[config.mk]
export PLATFORM = sky130hd
export DESIGN_NAME = banner_column_reader
export DESIGN_NICKNAME = d
export VERILOG_FILES = /design/src/rtl/banner_column_reader.sv
export SDC_FILE = /design/constraint.sdc
export NUM_CORES = 1
export LEC_CHECK = 0
export CORE_UTILIZATION = 40
export CTS_BUF_LIST = sky130_fd_sc_hd__clkbuf_16
export CTS_CLUSTER_SIZE = 25
export DETAILED_ROUTE_END_ITERATION = 16
export PLACE_DENSITY = 0.79
export SLEW_MARGIN = 15
export SYNTH_ARGS = -nofsm -noshare
export SYNTH_HDL_FRONTEND = slang
export SYNTH_SLANG_ARGS = --single-unit
[constraint.sdc]
create_clock -name clk -period 1.68 [get_ports clk]
set_clock_uncertainty 0.15 [all_clocks]
set_input_delay 0.336 -clock clk [delete_from_list [all_inputs] [get_ports clk]]
set_output_delay 0.336 -clock clk [all_outputs]
set_load 0.1 [all_outputs]
[src/rtl/banner_column_reader.sv]
// Banner column ROM reader: walks ROM addresses 0..DEPTH-1 and presents each column for one step period.
// Optional feature: define BANNER_LOOP_EN to replay the banner from column 0 instead of stopping at the end.
module banner_column_reader #(
  parameter int DEPTH  = 129,
  parameter int WIDTH  = 57,
  parameter int ADDR_W = 8
) (
  input  logic              clk,
  input  logic              rst,
  input  logic              start,
  input  logic              stop,
  input  logic              step_tick,
  output logic [ADDR_W-1:0] rom_addr,
  input  logic [WIDTH-1:0]  rom_data,
  output logic [WIDTH-1:0]  col_data,
  output logic [ADDR_W-1:0] col_index,
  output logic              col_valid,
  output logic              busy,
  output logic              done
);

  typedef enum logic [1:0] {
    S_IDLE,
    S_FETCH,
    S_CAPTURE,
    S_HOLD
  } state_t;

  localparam logic [ADDR_W-1:0] LAST_IDX = ADDR_W'(DEPTH - 1);

  state_t            r_state;
  state_t            w_next;
  logic [ADDR_W-1:0] r_ptr;
  logic [WIDTH-1:0]  r_col_data;
  logic [ADDR_W-1:0] r_col_index;
  logic              r_col_valid;
  logic              r_done;

  logic              w_at_last;
  logic              w_capture;
  logic              w_step;
  logic              w_end;
  logic              w_abort;

  // NOTE: sequential state uses non-blocking assignments so every register samples pre-edge values.
  always_ff @(posedge clk) begin
    if (rst) begin
      r_state <= S_IDLE;
    end else begin
      r_state <= w_next;
    end
  end

  // NOTE: every combinational output gets a default first, so no path can infer a latch.
  always_comb begin
    w_next = r_state;
    case (r_state)
      S_IDLE:    if (start && !stop) w_next = S_FETCH;
      S_FETCH:   w_next = stop ? S_IDLE : S_CAPTURE;
      S_CAPTURE: w_next = stop ? S_IDLE : S_HOLD;
      S_HOLD: begin
        if (stop) begin
          w_next = S_IDLE;
        end else if (step_tick) begin
          if (!w_at_last) begin
            w_next = S_FETCH;
          end else begin
`ifdef BANNER_LOOP_EN
            w_next = S_FETCH;
`else
            w_next = S_IDLE;
`endif
          end
        end
      end
      default:   w_next = S_IDLE;
    endcase
  end

  always_comb begin
    busy      = (r_state != S_IDLE);
    rom_addr  = (r_state == S_IDLE) ? '0 : r_ptr;
    w_at_last = (r_ptr == LAST_IDX);
    w_abort   = busy && stop;
    w_capture = (r_state == S_CAPTURE) && !stop;
    w_step    = (r_state == S_HOLD) && step_tick && !stop;
    w_end     = w_step && w_at_last;
  end

  // Column registers survive stop and end-of-banner; only reset clears them.
  always_ff @(posedge clk) begin
    if (rst) begin
      r_ptr       <= '0;
      r_col_data  <= '0;
      r_col_index <= '0;
      r_col_valid <= 1'b0;
      r_done      <= 1'b0;
    end else begin
      r_col_valid <= w_capture;
      r_done      <= w_end;
      if (w_capture) begin
        r_col_data  <= rom_data;
        r_col_index <= r_ptr;
      end
      if (w_abort || (r_state == S_IDLE)) begin
        r_ptr <= '0;
      end else if (w_step) begin
        r_ptr <= w_at_last ? '0 : r_ptr + ADDR_W'(1);
      end
    end
  end

  assign col_data  = r_col_data;
  assign col_index = r_col_index;
  assign col_valid = r_col_valid;
  assign done      = r_done;

endmodule

==> key figures, run 1 <==
Die
  – Die area: 7490 sq um
  – Die Ht: 86.6 um
  – Ports: 138
  – DIE WIDTH: 86.6 um
  – Initial cell density of the core: 41.6%
  – Core area: 6870 sq um
  – Site Rows: 30

Status
  – Violated checks: negative setup slack
  – Status: complete, but fails checks

Yosys
  – Seq cells post-synth: 77
  – Netlist cell types: 23
  – YS warnings: 0
  – Syn Inst Count: 356
  – Mapped Nets: 420
  – Sequential cell area fraction in the yosys report: ~54%
  – Largest family of logic cells by synthesized area: simple AND/OR/NAND/NOR gates
  – Compound-Gate Fraction of Synth Area: between 10% and 20%
  – Syn_area_per_cell: between 8 and 9 sq um
  – Simple-gate area share of the yosys netlist: 26.4%
  – Share of the synthesized area in the top cell type: 53.9%
  – Ranking of synthesized cells by area: dfxtp_1 (54%), nand2_1 (18%), a21oi_1 (12%), buf_4 (2.9%), nor2_1 (1.8%)
  – Mux cell area share after synthesis: 0%
  – Leading area contributor after synthesis: dfxtp_1
  – Synth Area in Adders: less than 1%
  – Post-Synth XOR/XNOR Area: 1.84%
  – Netlist Area Pre-Place: 2860 sq um

Drt
  – Via density: approximately 5
  – DRT iter0 DRCs: 130
  – Drt wl/cell: 15.9 um
  – Via Count: 3057
  – Drt pass-1 iters: 5
  – # DRC: 0
  – Routed wire length: roughly 9600 um
  – Detail Route Antenna Nets: 0

CTS
  – Root buffer cell: clkbuf_16
  – Hold buffers post-CTS: 0
  – Total CTS buffers: 9
  – Later-pin clock latency in the skew report: between 0.3 and 0.4 ns
  – H-tree lvl count: 3
  – Deepest clock path buffer count: 2
  – CTS tree: done
  – Sink Count: 77
  – Clock-pin slew on the worst setup and hold paths: 0.06 ns

Min path
  – Type of the worst min-delay path: in -> reg
  – HP Start: rst

Finish
  – Storage element area: between 1500 and 2000 sq um
  – Fillers: around 380
  – Fraction of layout cells with a size suffix above 1: between 20% and 30%
  – Final std cells w/o fill: roughly 600
  – Final Util: roughly 81%
  – Area taken by multi-input logic gates: 1280 sq um
  – Final net count: 572
  – Area grow syn2layout: 95.7%
  – Ant. Diodes: 0

Power and ir drop
  – P_leak: around 0.0020 uW
  – PD cells: approximately 700 nW/um^2
  – Power Total: 3940 uW
  – Max rail drop VDD: 0.000575 V

Setup path
  – Reg2reg start: r_ptr[1]
  – Worst Path Max Fanout: 4
  – Setup CP Type: reg -> out
  – Endpoint class of the critical path: primary output
  – Kind of start point of the critical path: flop
  – Crit path from: r_state[0]
  – Required time of the critical path: 1.19 ns
  – Data arrival, critical path: 1.28 ns

Timing
  – Tmin final: roughly 1.8 ns
  – Max Clk Rate: 566 MHz
  – Max-slew headroom: roughly 74%
  – Final Slew Violations: 0
  – Unrepaired setup endpoints after global routing: yes
  – Period utilization: 105%
  – Final setup viols: 9
  – Fin worst setup slack: -0.0856 ns
  – Slew @ Worst Pin: 0.390 ns
  – TNS Setup: -0.551 ns
  – Final hold violations: 0

GRT
  – GRT Overall Usage: between 20% and 30%
  – Initial antenna violation count: 0
  – Vias in the first global route: 3036
  – Pin count of the biggest net entering global routing: 40
  – Grt total ovfl: 0
  – First-pass GRT wire length: 14500 um

Placed design
  – Detailed placement HPWL: 6490 um
  – Placed instance count: 586
  – GPL Wtd Cong: 0.790
  – Port bufs: 137

Flow run
  – Max Cap Violations: 0
-- metrics by stage --
stage | area [sq um] | setup slack [ns] | hold slack (ns)
2_1_floorplan | 2890 | -0.241 | 0.265
3_3_place_gp | 5220 | -0.181 | 0.328
3_5_place_dp | 5220 | -0.292 | 0.335
4_1_cts | 5510 | -0.0767 | 0.258
5_1_grt | 5600 | -0.109 | 0.323
6_report | 5600 | -0.0856 | 0.291
-- final cells by class --
type,instances,area share (%)
repair buffers,163,42.4
flip-flops and latches,77,27.8
multi-input cells,253,22.8
clock buffers,9,4.02
well taps,96,2.15
clock inverters,6,0.447
inverters,4,0.335
-- placed cells by master, fill, tap and decap left out, types with 2 or more instances in the layout --
cell type          n
nor3_1             3
nand4_1            2
nand2_1          138
xor2_1             2
nor2_4             4
clkbuf_16          9
dfxtp_2            5
clkdlybuf4s50_1   59
clkinv_2           2
dfxtp_4            2
buf_12            80
nor2_1            11
xnor2_1            4
nor2b_4            5
a21oi_1           68
dfxtp_1           70
inv_1              5
buf_4             22
nand3_1            4
-- timing repair --
item                                    CTS  global route
setup buffers                             2             4
endpoints found under the setup margin   17            19
hold endpoints to repair                  0             0
pin swaps                                 1             1
gates cloned                              1             0
gates resized for setup                   9            15
-- cell usage after synthesis (all sizes together) --
| cell type | number |
|---|---|
| nand2 | 139 |
| nor3b | 1 |
| nor2b | 6 |
| xor2 | 2 |
| nor4b | 1 |
| and4b | 1 |
| nor2 | 14 |
| nand4b | 1 |
| dfxtp | 77 |
| buf | 13 |
| clkbuf | 10 |
| ha | 2 |
| nor4 | 2 |
| nand3 | 4 |
| xnor2 | 4 |
| a21oi | 68 |
| nor3 | 3 |
| nand4 | 2 |
| nand3b | 1 |
| and2 | 1 |
| inv | 4 |
-- path summary, 6_finish.rpt --
kind	endpoint	slack, ns	cells after the start
worst max-delay path	rom_addr[4]	-0.09	4
worst min-delay path	r_state[1]	0.29	3
worst max register to register	r_ptr[7]	0.02	7
worst min register to register	col_index[0]	0.34	2
-- flip-flops by register name, indices dropped and copies added (netlist names) --
signal,flops
done,1
r_ptr,8
r_state,2
col_index,8
col_data,57
col_valid,1
-- critical path, stage by stage, from the launching register on --
cell and delay (ns):
dfxtp_4 0.37, nor2_4 0.20, buf_4 0.17, nor2b_2 0.05, buf_12 0.16
-- cells by family after synthesis --
group,count (synthesis)
AND/OR/NAND/NOR,176
flip-flops,77
AO/OA/AOI/OAI,68
buffers and inverters,27
XOR/XNOR,6
adder cells (fa/ha/maj),2
-- metal layers --
metal  GRT usage [%]  part of all wire, %  vias up  wire length, um
met3            5.14                  6.3       36              607
met5               0                    0        -                0
met4            14.1                  3.8        0              369
met1            28.2                   37     1423             3610
met2            45.0                   52      146             5050
li1                -                    -     1452                -
-- where the power goes --
part	total, uW	switching (uW)	leakage (uW)	internal, uW
sequential	1860	17.5	0.000625	1840
clock	1660	697	0.000136	964
combinational	423	210	0.00129	212
(Power assumes the default switching activity.)
==> inputs of run 2 (changes only) <==
--- a/config.mk
+++ b/config.mk
@@ -5,11 +5,13 @@
 export SDC_FILE = /design/constraint.sdc
 export NUM_CORES = 1
 export LEC_CHECK = 0
-export CORE_UTILIZATION = 40
-export CTS_BUF_LIST = sky130_fd_sc_hd__clkbuf_16
+export CELL_PAD_IN_SITES_DETAIL_PLACEMENT = 0
+export CELL_PAD_IN_SITES_GLOBAL_PLACEMENT = 2
+export CORE_UTILIZATION = 22
+export CTS_BUF_LIST = sky130_fd_sc_hd__clkbuf_8
 export CTS_CLUSTER_SIZE = 25
 export DETAILED_ROUTE_END_ITERATION = 16
-export PLACE_DENSITY = 0.79
+export PLACE_DENSITY_LB_ADDON = 0.1
 export SLEW_MARGIN = 15
 export SYNTH_ARGS = -nofsm -noshare
 export SYNTH_HDL_FRONTEND = slang
==> run 2 against run 1 <==
Register-to-register slack barely moved. Clock-buffer cell count rose by 1. Sequential power barely moved. Flip-flop and latch count did not move. Clock power fell by 26%. Non-clock buffer count rose by 11. Sequential share of layout area fell by 1.0 points. Combinational power rose by 4.7%. Wire length rose by 2.4%. The flow still finishes with violations (negative setup slack). Core utilization fell by 36 points. Largest cell class unchanged. Global-route usage fell by 11 points.
==> key figures, run 2 (same netlist as run 1, synthesis figures left out) <==
Min path
  – Type of the worst min-delay path: in -> reg (unchanged)
  – HP Start: rst (unchanged)
  – Hold EP: r_state[1] (unchanged)
  – Hold path depth: 3 (unchanged)

Die
  – Initial cell density of the core: 22.6% (was 41.6%)
  – Ports: 138 (unchanged)
  – DIE WIDTH: 116 um (was 86.6 um)
  – Die Ht: 116 um (was 86.6 um)
  – Site Rows: 41 (was 30)
  – Core area: 12700 sq um (was 6870 sq um)
  – Die area: 13500 sq um (was 7490 sq um)

CTS
  – Clock-pin slew on the worst setup and hold paths: 0.08 ns (was 0.06 ns)
  – Hold buffers post-CTS: 0 (unchanged)
  – H-tree lvl count: 3 (unchanged)
  – Sink Count: 77 (unchanged)
  – Total CTS buffers: 9 (unchanged)
  – Root buffer cell: clkbuf_8 (was clkbuf_16)
  – CTS tree: done (unchanged)
  – Later-pin clock latency in the skew report: 0.36 ns (was 0.33 ns)
  – Deepest clock path buffer count: 2 (unchanged)

Setup path
  – Setup CP Type: reg -> out (unchanged)
  – Worst Path Max Fanout: 4 (unchanged)
  – Endpoint class of the critical path: primary output (unchanged)
  – Required time of the critical path: 1.19 ns (about the same)
  – Kind of start point of the critical path: flop (unchanged)
  – Data arrival, critical path: 1.29 ns (was 1.28 ns)
  – Reg2reg start: r_state[0] (was r_ptr[1])
  – Reg-to-reg endpoint: col_data[3] (was r_ptr[7])
  – R2r setup slk: 0.02 ns (about the same)
  – Worst R2R Path Depth: 7 (unchanged)

Timing
  – Final setup viols: 9 (unchanged)
  – Slew @ Worst Pin: 0.347 ns (was 0.390 ns)
  – Period utilization: 106% (was 105%)
  – Tmin final: 1.77 ns (about the same)
  – Worst Hold Slack: 0.200 ns (was 0.291 ns)
  – Final Slew Violations: 0 (unchanged)
  – Fin worst setup slack: -0.0928 ns (was -0.0856 ns)
  – Max-slew headroom: 76.8% (was 73.8%)
  – Final hold violations: 0 (unchanged)
  – TNS Setup: -0.442 ns (was -0.551 ns)
  – Max Clk Rate: 564 MHz (was 566 MHz)
  – Unrepaired setup endpoints after global routing: yes (unchanged)

Finish
  – Number of flip-flops in the largest register: 57 (unchanged)
  – Commonest non-fill, non-tap cell in the layout: nand2_1 (unchanged)
  – Area grow syn2layout: 103% (was 95.7%)
  – Fraction of layout cells with a size suffix above 1: 30.4% (was 27.1%)
  – Storage element area: 1560 sq um (unchanged)
  – Area taken by multi-input logic gates: 1310 sq um (was 1280 sq um)
  – Final net count: 583 (was 572)
  – Most frequent cells in the layout: nand2_1 (133), buf_12 (81), dfxtp_1 (70), a21oi_1 (62), clkdlybuf4s50_1 (59) (was nand2_1 (138), buf_12 (80), dfxtp_1 (70), a21oi_1 (68), clkdlybuf4s50_1 (59))
  – Ant. Diodes: 0 (unchanged)
  – Fillers: 1236 (was 384)

GRT
  – Grt total ovfl: 0 (unchanged)
  – Vias in the first global route: 2720 (was 3036)
  – Pin count of the biggest net entering global routing: 69 (was 40)
  – GRT Overall Usage: 13.9% (was 25.3%)
  – Initial antenna violation count: 0 (unchanged)
  – First-pass GRT wire length: 13900 um (was 14500 um)

Status
  – Violated checks: negative setup slack (unchanged)
  – Status: complete, but fails checks (unchanged)

Drt
  – Via Count: 2898 (was 3057)
  – Detail Route Antenna Nets: 0 (unchanged)
  – Drt wl/cell: 14.2 um (was 15.9 um)
  – Routed wire length: 9870 um (was 9640 um)
  – Drt pass-1 iters: 4 (was 5)
  – Via density: 4.17 (was 5.03)
  – # DRC: 0 (unchanged)
  – DRT iter0 DRCs: 94 (was 130)

Power and ir drop
  – PD cells: 606 nW/um^2 (was 704 nW/um^2)
  – Max rail drop VDD: 0.000275 V (was 0.000575 V)
  – P_leak: 0.00212 uW (was 0.00205 uW)

Flow run
  – Max Cap Violations: 0 (unchanged)

Placed design
  – Detailed placement HPWL: 6030 um (was 6490 um)
  – Post-placement worst setup slack: -0.285 ns (was -0.292 ns)
  – GPL Wtd Cong: 0.713 (was 0.790)
  – Port bufs: 137 (unchanged)
[run 2: worst max-delay path by stage]
stage                     from           end  cells after the start
floorplan           r_state[0]   rom_addr[2]                      2
global placement          stop  col_data[51]                      6
detailed placement        stop  col_data[47]                      6
CTS                 r_state[0]          busy                      3
global route        r_state[0]   rom_addr[4]                      4
finish              r_state[0]   rom_addr[4]                      4
[run 2: what timing repair did]
action,4_1_cts,5_1_grt
gates resized for setup,11,31
cloned,1,6
pin swaps,2,8
buffers inserted,3,7
hold endpoints to repair,0,0
endpoints found under the setup margin,11,74
[run 2: cell type report]
class | instances | share of cell area (%)
inverter | 4 | 0.323
multi-input combinational | 253 | 22.5
clock inverter | 5 | 0.387
tap | 172 | 3.70
sequential | 77 | 26.8
timing repair buffer | 174 | 44.0
clock buffer | 10 | 2.37
[run 2: metrics by stage]
stage                     instance area [sq um]  total power, uW  utilization [%]  instances
after floorplan                            2890             2060                -        356
after detailed placement                   5320             2300             42.0        663
final                                      5810             3520             45.9        695
after CTS                                  5540             3560             43.7        682
after global placement                     5320             2300             42.0        663
after global routing                       5810             3670             45.9        695
[run 2: power breakdown]
group          switching, uW  internal [uW]
Combinational            216            227
Clock                    680            548
Sequential              16.7           1840
Total                    913           2610
[run 2: per-layer routing]
metal | up-vias | track usage, % | wire length [um]
li1 | 1474 | - | -
met1 | 1337 | 17.3 | 4360
met2 | 75 | 21.9 | 4810
met3 | 12 | 3.82 | 532
met4 | 0 | 7.44 | 170
met5 | - | 0 | 0
[run 2: critical path, cell delays in order, from the launching register on]
cell	delay, ns
dfxtp_4	0.38
nor2_4	0.20
buf_4	0.16
nor2b_4	0.04
buf_12	0.15
==> patch 1 (settings of run 2) <==
Build with the macro `BANNER_LOOP_EN` defined.
--- a/src/rtl/banner_column_reader.sv
+++ b/src/rtl/banner_column_reader.sv
@@ -2,2 +2,4 @@
 // Optional feature: define BANNER_LOOP_EN to replay the banner from column 0 instead of stopping at the end.
+`define BANNER_LOOP_EN
+
 module banner_column_reader #(
Behaviour: no difference found for any inputs over 10 cycles, from zero or initial values and one cycle with rst high; that may be too few to reach the edited logic, so the function may still have changed.
==> patch 1 against run 2 <==
The run still ends with negative setup slack left. Hold slack lost 68 ps. Total power grew 5.1%. Area after synthesis grew 0.26%. Global-route usage grew 0.17 points. Critical path depth is the same. Routed wire length shrank 8.1%. Sequential cell count is the same. Setup slack lost 38 ps. Design area shrank 4.2%. Maximum frequency shrank 2.1%. Largest cell class unchanged.
==> patch 1: results (changes against run 2) <==
run_status:
  failed_checks: "negative setup slack"  # unchanged
  outcome: "finished, violations left"  # unchanged
finish:
  fillers: 1250  # was 1,236
detailed_routing:
  drtIter0Drc: 137  # was 94
  wl_um: 9080  # was 9870 um
  vias: 2887  # was 2,898
placed_design:
  hpwl_um: 6250  # was 6030 um
  place_congestion: 0.796  # was 0.713
setup_path:
  reg2reg_slack_ps: 60  # was 20 ps
  cp.arrival_ps: 1330  # was 1290 ps
  path_max_fanout: 6  # was 4
  slowest_delay_ps: 360  # was 380 ps
synth:
  synth-compound-area-share: 0.145  # was 0.119
  synth-adder-area-share: 0.00873  # was 0.00875
  yosys-top-cells-count: "nand2_1 (130), dfxtp_1 (77), a21oi_1 (69), buf_2 (14), clkbuf_1 (12)"  # was nand2_1 (139), dfxtp_1 (77), a21oi_1 (68), nor2_1 (14), buf_4 (11)
  ys_async_sr_fraction: 0  # unchanged
  syn_nets: 422  # was 420
  yosys.cell_types.count: 32  # was 23
  synthXorXnorAreaFrac: 0.00305  # was 0.0184
  synth.area.top_cells: "dfxtp_1 (54%), nand2_1 (17%), a21oi_1 (12%)"  # was dfxtp_1 (54%), nand2_1 (18%), a21oi_1 (12%)
  synthMuxAreaShare: 0.00349  # was 0
  synth-seq-area-share: 0.538  # was 0.539
pwr:
  combPwrFrac: 0.110  # was 0.126
  ir_worst_vdd_mv: 0.340  # was 0.275 mV
  netSwitchingFraction: 0.244  # was 0.259
  finalPower_mw: 3.70  # was 3.52 mW
  pg_clk_mw: 1.44  # was 1.23 mW
timing:
  setup_slack_ps: -131  # was -92.8 ps
  maxSlewHeadroom: 0.497  # was 0.768
  tns_ps: -1150  # was -442 ps
  setup_viol: 9  # unchanged
grt:
  first_global_vias: 2791  # was 2,720
  grt_usage: 0.141  # was 0.139
[patch 1: changes by cell type after synthesis, sizes merged, moves of 3 or more]
cell	before	now
nor2	14	7
xnor2	4	1
a211oi	0	4
or3	0	3
nor2b	6	0
o21ai	0	3
nand2	139	130
and2	1	5
[patch 1: cells by family (layout without fill, tap and decap cells)]
group | after synthesis | after routing
AND/OR/NAND/NOR | 166 | 166
AO/OA/AOI/OAI | 79 | 79
flip-flops | 77 | 77
buffers and inverters | 32 | 180
adder cells (fa/ha/maj) | 2 | 2
XOR/XNOR | 1 | 1
multiplexers | 1 | 1
[patch 1: per-layer routing]
metal,up-vias,GRT usage,share of wire
met2,102,0.209,0.45
met4,0,0.0803,0.027
met3,16,0.0498,0.086
li1,1464,-,-
met1,1305,0.177,0.44
met5,-,0,0
[patch 1: area by class of cell]
cell class,count,share of cell area
clock inverters,5,0.00921
flip-flops and latches,77,0.279
inverters,6,0.00472
multi-input cells,249,0.223
repair buffers,158,0.418
well taps,172,0.0386
clock buffers,11,0.0272
[patch 1: stage by stage]
stage | setup slack (ps) | instance area (sq um) | util | std cells
after floorplan | -259 | 2900 | - | 358
after global placement | -383 | 5300 | 0.418 | 658
after detailed placement | -391 | 5300 | 0.418 | 658
after CTS | -165 | 5540 | 0.437 | 677
after global routing | -208 | 5570 | 0.440 | 678
final | -131 | 5570 | 0.440 | 678
[patch 1: worst paths after layout]
check | cells past startpoint | start | endpoint
max | 4 | r_state[0] | rom_addr[7]
min reg2reg | 2 | col_data[29] | col_data[29]
max reg2reg | 5 | r_state[0] | r_ptr[3]
min | 2 | step_tick | r_state[1]
[patch 1: what timing repair did]
action | 4_1_cts | 5_1_grt
setup buffers | 3 | 1
endpoints found under the setup margin | 9 | 12
gates resized for setup | 6 | 7
pin swaps | 1 | 1
==> patch 2 (settings of run 2) <==
Without the edit above. Make the reset (`rst`) asynchronous in 2 clocked blocks.
--- a/src/rtl/banner_column_reader.sv
+++ b/src/rtl/banner_column_reader.sv
@@ -45,3 +45,3 @@
   // NOTE: sequential state uses non-blocking assignments so every register samples pre-edge values.
-  always_ff @(posedge clk) begin
+  always_ff @(posedge clk or posedge rst) begin
     if (rst) begin
@@ -90,3 +90,3 @@
   // Column registers survive stop and end-of-banner; only reset clears them.
-  always_ff @(posedge clk) begin
+  always_ff @(posedge clk or posedge rst) begin
     if (rst) begin
Function: differs if rst is asserted again (counterexample within 4 cycles, from zero or initial values and one cycle with rst high); with rst held inactive, the same outputs for 10 cycles.
==> patch 2 against run 2 <==
The run still ends with negative setup slack left. Critical path depth did not move. Count of clock-buffer cells in the layout fell by 1. Design area rose by 2.7%. Global-route usage fell by 1.4 points. Synthesized cell count fell by 42%. Routed wire length fell by 14%. Area after synthesis rose by 6.8%. Sequential cell count did not move. Setup slack got worse by 62 ps. Critical path type unchanged.
Power is left out: it rests on default switching activity, and per cell area and clock period it moved more than threefold.
==> patch 2: results (changes against run 2) <==
run_status:
  outcome: "finished, violations left"  # unchanged
  failed_checks: "negative setup slack"  # unchanged
placed_design:
  post_dp_cell_area_sq_mm: 0.00559  # was 0.00532 sq mm
  dp_cells: 530  # was 663
  place_congestion: 0.726  # was 0.713
  pre_cts_ws_ps: -348  # was -285 ps
  hpwl_um: 6060  # was 6030 um
synth:
  synthCells: 208  # was 356
  syn_nets: 272  # was 420
  ys.flop_type: "dfrtp_1"  # was dfxtp_1
  yosys.cell_types.count: 25  # was 23
  synth.area.top_cells: "dfrtp_1 (63%), mux2_2 (24%), xnor2_1 (1.4%)"  # was dfxtp_1 (54%), nand2_1 (18%), a21oi_1 (12%)
  ys_async_sr_fraction: 1.00  # was 0
detailed_routing:
  wl_per_cell_um: 15.4  # was 14.2 um
  vias: 2268  # was 2,898
  vias_per_cell: 4.09  # was 4.17
timing:
  holdWs_ps: 245  # was 200 ps
  setup_slack_ps: -155  # was -92.8 ps
  setup_viol: 74  # was 9
setup_path:
  worstRegToRegCells: 5  # was 7
  r2r_start: "r_state[0]"  # unchanged
  reg2reg_to: "col_index[3]"  # was col_data[3]
  cp.arrival_ps: 1350  # was 1290 ps
finish:
  fin_area_sq_mm: 0.00597  # was 0.00581 sq mm
  fillers: 1190  # was 1,236
  layout-drive-gt1-share: 0.513  # was 0.304
grt:
  grt_usage: 0.126  # was 0.139
  grt_start_max_net_pins: 51  # was 69
  grt_pass1_wl_um: 13500  # was 13,900 um
## patch 2: cell count changes after synthesis, sizes merged, moves of 2 or more
| cell | run 2 | this run |
|---|---|---|
| nor2 | 14 | 9 |
| dfxtp | 77 | 0 |
| a21oi | 68 | 3 |
| o21ai | 0 | 3 |
| nand2 | 139 | 5 |
| mux2 | 0 | 65 |
| buf | 13 | 8 |
| dfrtp | 0 | 77 |
| clkbuf | 10 | 0 |
| nor4 | 2 | 0 |
| xor2 | 2 | 0 |
## patch 2: cell type report
class,instances,area share
Clock buffer,9,0.0208
Clock inverter,7,0.0140
Inverter,5,0.00440
Multi-Input combinational cell,118,0.185
Sequential cell,77,0.323
Tap cell,176,0.0369
Timing Repair Buffer,162,0.416
## patch 2: kinds of logic after synthesis
group                    share of synthesized area
adder cells (fa/ha/maj)                    0.00819
flip-flops                                   0.631
buffers and inverters                       0.0233
AO/OA/AOI/OAI                               0.0291
multiplexers                                 0.240
XOR/XNOR                                    0.0143
AND/OR/NAND/NOR                             0.0549
## patch 2: routing by layer
metal	vias to the layer above	track usage	part of all wire
li1	1056	-	-
met3	10	0.0347	0.055
met5	-	0	0
met4	0	0.0727	0.019
met1	1127	0.155	0.44
met2	75	0.196	0.49
## patch 2: worst max-delay path by stage
stage / from / end / slack, ps / depth (start not counted)
2_1_floorplan: r_state[0] / rom_addr[2] / -670 / 2
3_3_place_gp: stop / col_data[22] / -330 / 5
3_5_place_dp: stop / col_data[18] / -350 / 5
4_1_cts: r_state[0] / busy / -180 / 4
5_1_grt: r_state[1] / rom_addr[0] / -230 / 4
6_report: r_state[0] / busy / -150 / 4
## patch 2: repair_timing
action,CTS,global route
pin swaps,1,2
cloned,1,3
resized for setup,11,6
buffers inserted,4,0
setup endpoints to repair,28,80
